**src/rtl/moxie_wb_master.sv**
```systemverilog
// Bridge from the MoxieLite native CPU bus (active-low strobes, wait handshake) to a
// Wishbone B3 classic master, with bus-error/timeout abort and sticky fault address.
module moxie_wb_master #(
  parameter int                    DATA_WIDTH = 16,
  parameter int                    ADDR_WIDTH = 32,
  parameter int                    TIMEOUT    = 255,
  parameter logic [DATA_WIDTH-1:0] ERR_DATA   = '1,
  localparam int                   SEL_WIDTH  = DATA_WIDTH / 8,
  localparam int                   LSB        = $clog2(SEL_WIDTH)
) (
  input  logic                      clk_i,
  input  logic                      rst_i,
  input  logic [ADDR_WIDTH-LSB-1:0] cpu_addr_i,
  input  logic [DATA_WIDTH-1:0]     cpu_dat_i,
  output logic [DATA_WIDTH-1:0]     cpu_dat_o,
  input  logic                      cpu_rd_n_i,
  input  logic                      cpu_wr_n_i,
  input  logic [SEL_WIDTH-1:0]      cpu_be_n_i,
  output logic                      cpu_wait_n_o,
  output logic                      cpu_berr_o,
  output logic [ADDR_WIDTH-1:0]     berr_addr_o,
  output logic [ADDR_WIDTH-1:0]     wb_adr_o,
  output logic [DATA_WIDTH-1:0]     wb_dat_o,
  input  logic [DATA_WIDTH-1:0]     wb_dat_i,
  output logic [SEL_WIDTH-1:0]      wb_sel_o,
  output logic                      wb_we_o,
  output logic                      wb_cyc_o,
  output logic                      wb_stb_o,
  input  logic                      wb_ack_i,
  input  logic                      wb_err_i
);

  typedef enum logic [1:0] {IDLE, BUS, DONE} state_t;

  localparam logic [15:0] TMO_LAST = 16'(TIMEOUT - 1);

  state_t      state;
  logic [15:0] timer;
  logic        req;
  logic        wr;
  logic        tmo_hit;

  assign req     = !cpu_rd_n_i || !cpu_wr_n_i;
  assign wr      = !cpu_wr_n_i;
  assign tmo_hit = (TIMEOUT != 0) && (timer == TMO_LAST);

  // NOTE: continuous assign over a full expression cannot infer a latch; the IDLE
  // term must follow the CPU strobe in the same cycle, so it is not registered.
  assign cpu_wait_n_o = (state == DONE) || ((state == IDLE) && !req);
  assign wb_cyc_o     = wb_stb_o;

  // NOTE: all state below uses non-blocking assignments so every register samples
  // pre-edge values; blocking here would create order-dependent simulation races.
  always_ff @(posedge clk_i or posedge rst_i) begin
    if (rst_i) begin
      state       <= IDLE;
      timer       <= '0;
      wb_stb_o    <= 1'b0;
      wb_we_o     <= 1'b0;
      wb_adr_o    <= '0;
      wb_dat_o    <= '0;
      wb_sel_o    <= '0;
      cpu_dat_o   <= '0;
      cpu_berr_o  <= 1'b0;
      berr_addr_o <= '0;
    end else begin
      cpu_berr_o <= 1'b0;
      unique case (state)
        IDLE: begin
          if (req) begin
            wb_adr_o <= ADDR_WIDTH'(cpu_addr_i) << LSB;
            wb_dat_o <= cpu_dat_i;
            wb_we_o  <= wr;
            wb_sel_o <= wr ? ~cpu_be_n_i : '1;
            timer    <= '0;
            // A write with no lanes enabled completes without touching the bus.
            if (wr && (&cpu_be_n_i)) begin
              state <= DONE;
            end else begin
              wb_stb_o <= 1'b1;
              state    <= BUS;
            end
          end
        end
        BUS: begin
          // Slave error beats ack; ack beats a timeout on the same edge.
          if (wb_err_i || (!wb_ack_i && tmo_hit)) begin
            wb_stb_o    <= 1'b0;
            cpu_berr_o  <= 1'b1;
            berr_addr_o <= wb_adr_o;
            if (!wb_we_o) cpu_dat_o <= ERR_DATA;
            state <= DONE;
          end else if (wb_ack_i) begin
            wb_stb_o <= 1'b0;
            if (!wb_we_o) cpu_dat_o <= wb_dat_i;
            state <= DONE;
          end else begin
            timer <= timer + 16'd1;
          end
        end
        DONE: state <= IDLE;
        default: begin
          wb_stb_o <= 1'b0;
          state    <= IDLE;
        end
      endcase
    end
  end

endmodule

```
**config.mk**
```make
export PLATFORM = sky130hd
export DESIGN_NAME = moxie_wb_master
export DESIGN_NICKNAME = d
export VERILOG_FILES = /design/src/rtl/moxie_wb_master.sv
export SDC_FILE = /design/constraint.sdc
export NUM_CORES = 1
export LEC_CHECK = 0
export BUFFER_PORTS_ARGS = -buffer_cell sky130_fd_sc_hd__buf_4
export CAP_MARGIN = 5
export CORE_MARGIN = 1.5
export CORE_UTILIZATION = 54
export CTS_CLUSTER_SIZE = 8
export DETAILED_ROUTE_END_ITERATION = 8
export HOLD_SLACK_MARGIN = 0.03
export PLACE_DENSITY = 0.85
export SYNTH_ARGS = -nofsm -noshare
export SYNTH_HDL_FRONTEND = slang
export SYNTH_SLANG_ARGS = --single-unit
```
**constraint.sdc**
```tcl
create_clock -name clk_i -period 9.65 [get_ports clk_i]
set_input_delay 0.4825 -clock clk_i [delete_from_list [all_inputs] [get_ports clk_i]]
set_output_delay 0.4825 -clock clk_i [all_outputs]
set_load 0.005 [all_outputs]
```
# Yosys cells after proc, flatten, opt, wreduce, memory -nomap -nowiden

Index checks and enable logic that the tools add are counted.

Mux-type cells: 21
Bitwise logic cells: 2
$add $sub $neg: 1
Equal/unequal tests: 10
Reduce and logical (&&, ||, !) cells: 20

Operator list:

| operator                                                         | count |
|---|---|
| 16-bit two-way mux                                               | 7 |
| 16-bit case mux with 2 select lines                              | 1 |
| 16-bit by 1-bit adder with 16-bit output, second input constant  | 1 |
| 16-bit by 8-bit == test with 1-bit output, second input constant | 1 |
| 2-bit inequality test, second input constant                     | 6 |
| 4-bit AND reduction                                              | 3 |
| 2-bit two-way mux                                                | 5 |
| 2-bit AND reduction                                              | 4 |
| 1-bit two-way mux                                                | 6 |
| 1-bit zero test                                                  | 4 |
| 2-bit case mux with 2 select lines                               | 1 |
| 2-bit nonzero test                                               | 2 |
| 1-bit logical AND                                                | 3 |
| 1-bit logical OR                                                 | 3 |
| 3-bit inequality test, second input constant                     | 1 |
| 1-bit case mux with 3 select lines                               | 1 |
| 2-bit by 1-bit == test with 1-bit output, second input constant  | 1 |
| 2-bit == test, second input constant                             | 1 |
| 2-bit zero test                                                  | 1 |
| 2-bit NOT                                                        | 1 |
| 1-bit NOT                                                        | 1 |

Output and inout port bits: 103
Register bits: 117
Bits of input ports: 71
Word-level logic and storage cells: 64

# Depth between registers and ports, before layout

Depth after elaboration: 5
Mapped depth: 8
Mapped depth without buffers: 6

# Worst setup path after synthesis

OpenSTA, ideal clock, no wires.

Path kind: register to register
Start point: reg timer[0]
End point: reg berr_addr_o[12]
Library setup time: 125 ps
Setup slack: 7668 ps
Path buffers: 2
Stages on the path, launching flop included: 9
Period minus slack after synthesis: 1982 ps
Data required time: 9525 ps
Arrival: 1857 ps
Path through: dfrtp_1 -> inv_1 -> ha_1 -> nor4b_1 -> and4_1 -> buf_2 -> o21ai_2 -> buf_2 -> mux2_2

Cells in the longest elaborated chain, start to end: 4

RTL lines:

| item                                      | line | source |
|---|---|---|
| start, declared                           | 38   | `logic [15:0] timer;` |
| start signal, assigned                    | 98   | `timer <= timer + 16'd1;` |
| 16-bit by 8-bit == test with 1-bit output | 45   | `assign tmo_hit = (TIMEOUT != 0) && (timer == TMO_LAST);` |
| 1-bit logical AND                         | 87   | `if (wb_err_i \|\| (!wb_ack_i && tmo_hit)) begin` |
| 1-bit logical OR                          | 87   |  |
| 2-bit AND reduction (no source line)      | n/a  |  |
| end signal, assigned                      | 90   | `berr_addr_o <= wb_adr_o;` |
| end, declared                             | 21   | `output logic [ADDR_WIDTH-1:0] berr_addr_o,` |

Every way passes these cells.
A chain may end at the register's enable or synchronous reset.

# Worst setup path after layout

Start point: reg timer[0]
End point: reg berr_addr_o[8]

Same word-level chain as after synthesis.

==> metrics.csv <==
stage,metric,value,unit
worst_setup_path,classification of the worst setup path,reg2reg,
power_and_ir_drop,pwr/cell area,329.8,nW/µm²
global_routing,global-route wire length before repair,22160,µm
synth,Synthesis Warnings,0,
clock_tree,Resized Gates After CTS,0,
global_routing,pin count of the biggest net entering global routing,92,
drt,total iterations of the first detailed-routing run,5,
synth,synthesized flop and latch total,117,
placed_design,placer congestion estimate,0.9142,
cells_and_area,n_diodes,0,
global_routing,GRT Total Usage,0.2903,
sta,Worst Skew,0.009901,ns
drt,DRC errors left,0,
clock_tree,number of H-tree branching levels,4,
cells_and_area,total area of multi-input combinational cells,1886,µm²
synth,number of library cell types mapped by synthesis,49,
sta,endpoints failing setup,0,
synth,fraction of registers with async set/reset,1.000,
floorplanning,Core Rows,34,
synth,cell area after synthesis,4985,µm²
cells_and_area,number of filler instances in the final layout,555,
sta,final setup slack of the worst path,6.931,ns
cells_and_area,final layout net count,717,
placed_design,hpwl dp,9029,µm
synth,sequential-to-total area share from yosys stat,0.5873,
global_routing,number of global-route vias before repair,4346,
sta,count of pins over their slew limit,0,
global_routing,total congestion overflow after global routing,0,
worst_setup_path,required time at the endpoint of the critical path,10.04,ns
power_and_ir_drop,static leakage,0.003383,µW
worst_hold_path,worst hold path type,in2reg,
synth,synth top area cells,"sky130_fd_sc_hd__dfrtp_1 (59%), sky130_fd_sc_hd__nand2_1 (13%), sky130_fd_sc_hd__mux2_2 (6.6%), sky130_fd_sc_hd__o22a_1 (2.8%), sky130_fd_sc_hd__clkbuf_1 (1.3%)",
floorplanning,vertical die dimension,99.08,µm
floorplanning,top-level port count,174,
floorplanning,Total Die Area,9817,µm²
run,number of max-cap violations,0,
power_and_ir_drop,peak supply drop,0.2207,mV
placed_design,Placement Setup Slack,6.978,ns
cells_and_area,share of layout cells above drive strength 1,0.3653,
floorplanning,Initial Util,0.5633,
placed_design,count of buffers inserted at the top-level ports,171,
clock_tree,clock sink total,117,
clock_tree,clk_lat worst skew,0.51,ns
drt,total length of routed wires,13710,µm
worst_setup_path,arrival time of data at the critical path endpoint,3.11,ns
synth,"area leader, netlist",sky130_fd_sc_hd__dfrtp_1,
sta,Worst Tran Pin Value,1.119,ns
sta,maximum frequency from static timing analysis,367.8,MHz
sta,unrepaired setup endpoints after global routing,false,
worst_setup_path,startpoint types,flop,
status,run status,"complete, no violations",
sta,period utilization,0.2818,
cells_and_area,Layout area overhead,38.28,%
floorplanning,Core Area,8848,µm²
sta,relative max-transition margin,0.2543,
clock_tree,clock-pin transition on the worst setup and hold timing paths,0.06,ns
worst_setup_path,critical path endpoint category,flop,
clock_tree,TritonCTS clock tree,yes,
drt,antenna-violating nets left,0,
synth,"EDFF count, synth",0,
cells_and_area,FF+latch area,2928,µm²
clock_tree,maximum buffer depth of the clock tree,2,
clock_tree,cts bufs inserted,17,
drt,WL per Instance,17.92,µm
synth,post-synth top area share,0.5873,
synth,average instance area after synthesis,10.30,µm²
global_routing,initial antenna violation count,0,
sta,endpoints failing hold,0,
synth,most used flip-flop cell after synthesis,sky130_fd_sc_hd__dfrtp_1,
floorplanning,Die X,99.08,µm
sta,Post-Route Setup TNS,0,ns
synth,instance count of the mapped netlist,484,
sta,fin crit period,2.719,ns
drt,routed via count,4382,
drt,Via-to-Cell Ratio,5.728,
worst_setup_path,critical path peak fanout,33,
clock_tree,cell chosen for the clock root,sky130_fd_sc_hd__clkbuf_8,
drt,initial drt markers,328,
## stage by stage
| stage | cell area, µm² | hold WS, ns | utilization | power, µW | instances |
|---|---|---|---|---|---|
| 2_1_floorplan | 4989 | 0.4697 | - | 1194 | 485 |
| 4_1_cts | 6893 | 0.1366 | 0.7790 | 2283 | 765 |
| 6_report | 6893 | 0.1559 | 0.7790 | 2273 | 765 |
| 3_3_place_gp | 6276 | 0.4616 | 0.7093 | 1587 | 732 |
| 3_5_place_dp | 6276 | 0.4680 | 0.7093 | 1628 | 732 |
| 5_1_grt | 6893 | 0.1456 | 0.7790 | 2404 | 765 |
## sequential cells by signal (all words and copies together), names as in the netlist
register	count
wb_adr_o	31
wb_cyc_o	1
berr_addr_o	31
wb_dat_o	16
cpu_dat_o	16
wb_sel_o	2
cpu_berr_o	1
state	2
wb_we_o	1
timer	16
## report_power, final
part / switching (µW) / total, µW / internal [µW]
registers: 151 / 838 / 688
logic: 388 / 797 / 410
clock network: 223 / 637 / 414
total: 761 / 2270 / 1510
## Yosys cell counts, drive strengths merged (7+ instances only)
| master | number |
|---|---|
| nor2 | 9 |
| a21oi | 9 |
| nand2 | 166 |
| clkbuf | 19 |
| mux2 | 31 |
| nand4 | 9 |
| or4 | 7 |
| o22a | 16 |
| nor4 | 7 |
| inv | 7 |
| dfrtp | 117 |
| buf | 15 |
## cell families (layout without fill, tap and decap cells)
group | count (synthesis) | after routing | synth area share
AND/OR/NAND/NOR | 232 | 232 | 0.2073
flip-flops | 117 | 117 | 0.5873
AO/OA/AOI/OAI | 59 | 59 | 0.08961
buffers and inverters | 41 | 213 | 0.03790
multiplexers | 32 | 32 | 0.07204
adder cells (fa/ha/maj) | 2 | 2 | 0.005019
other | 1 | 2 | 0.0007523
## cell usage in the layout, fill, tap and decap left out, drive strengths merged, types with 3 or more instances in the layout
cell type	synthesis	final
nand2b	3	3
nor4	7	7
o311ai	5	5
or4	7	7
o211ai	5	5
nor2	9	9
dfrtp	117	117
buf	15	173
clkbuf	19	21
nand2	166	166
mux2	31	31
o31ai	5	5
nand4	9	9
nand3	6	6
o21ai	5	5
clkinvlp	0	4
and4	3	3
o22a	16	16
inv	7	9
nor3	6	6
bufinv	0	3
a21oi	9	9
or3	4	4
## worst max-delay path, stage by stage (launching register included)
cell and delay [ns]:
sky130_fd_sc_hd__dfrtp_1 0.42, sky130_fd_sc_hd__inv_1 0.06, sky130_fd_sc_hd__ha_1 0.20, sky130_fd_sc_hd__nor4b_1 0.16, sky130_fd_sc_hd__and4_1 0.40, sky130_fd_sc_hd__o21ai_4 0.90, sky130_fd_sc_hd__mux2_2 0.43
## layer usage
layer  vias to the layer above  global-route usage  part of all wire
li1                       1994                   -                 -
met1                      2107              0.3632              0.40
met2                       251              0.4817              0.50
met3                        30             0.09007             0.092
met4                         0              0.1018             0.012
met5                         -                   0                 0
## layout make-up
cell class | count | share of cell area
Inverter | 7 | 0.004175
Multi-Input combinational cell | 327 | 0.2736
Timing Repair Buffer | 174 | 0.1899
Clock inverter | 11 | 0.02142
Sequential cell | 117 | 0.4248
Tap cell | 108 | 0.01960
Clock buffer | 21 | 0.06662
## repair_timing
action / in CTS / in global routing
buffers inserted: 0 / 0
hold buffers: 1 / 0
endpoints found under the hold margin: 26 / 0
## worst paths after layout
kind                              start        endpoint  slack, ns  cells after the start
hold / removal             cpu_dat_i[4]     wb_dat_o[4]       0.16                      3
hold reg to reg             wb_dat_o[4]     wb_dat_o[4]       0.48                      2
setup reg to reg               timer[0]  berr_addr_o[8]       6.93                      6
setup / recovery               timer[0]  berr_addr_o[8]       6.93                      6
max in group asynchronous         rst_i    cpu_dat_o[7]       7.70                      4
min in group asynchronous         rst_i     wb_dat_o[1]       0.51                      3
No activity file was read; power rests on OpenSTA's default activity.
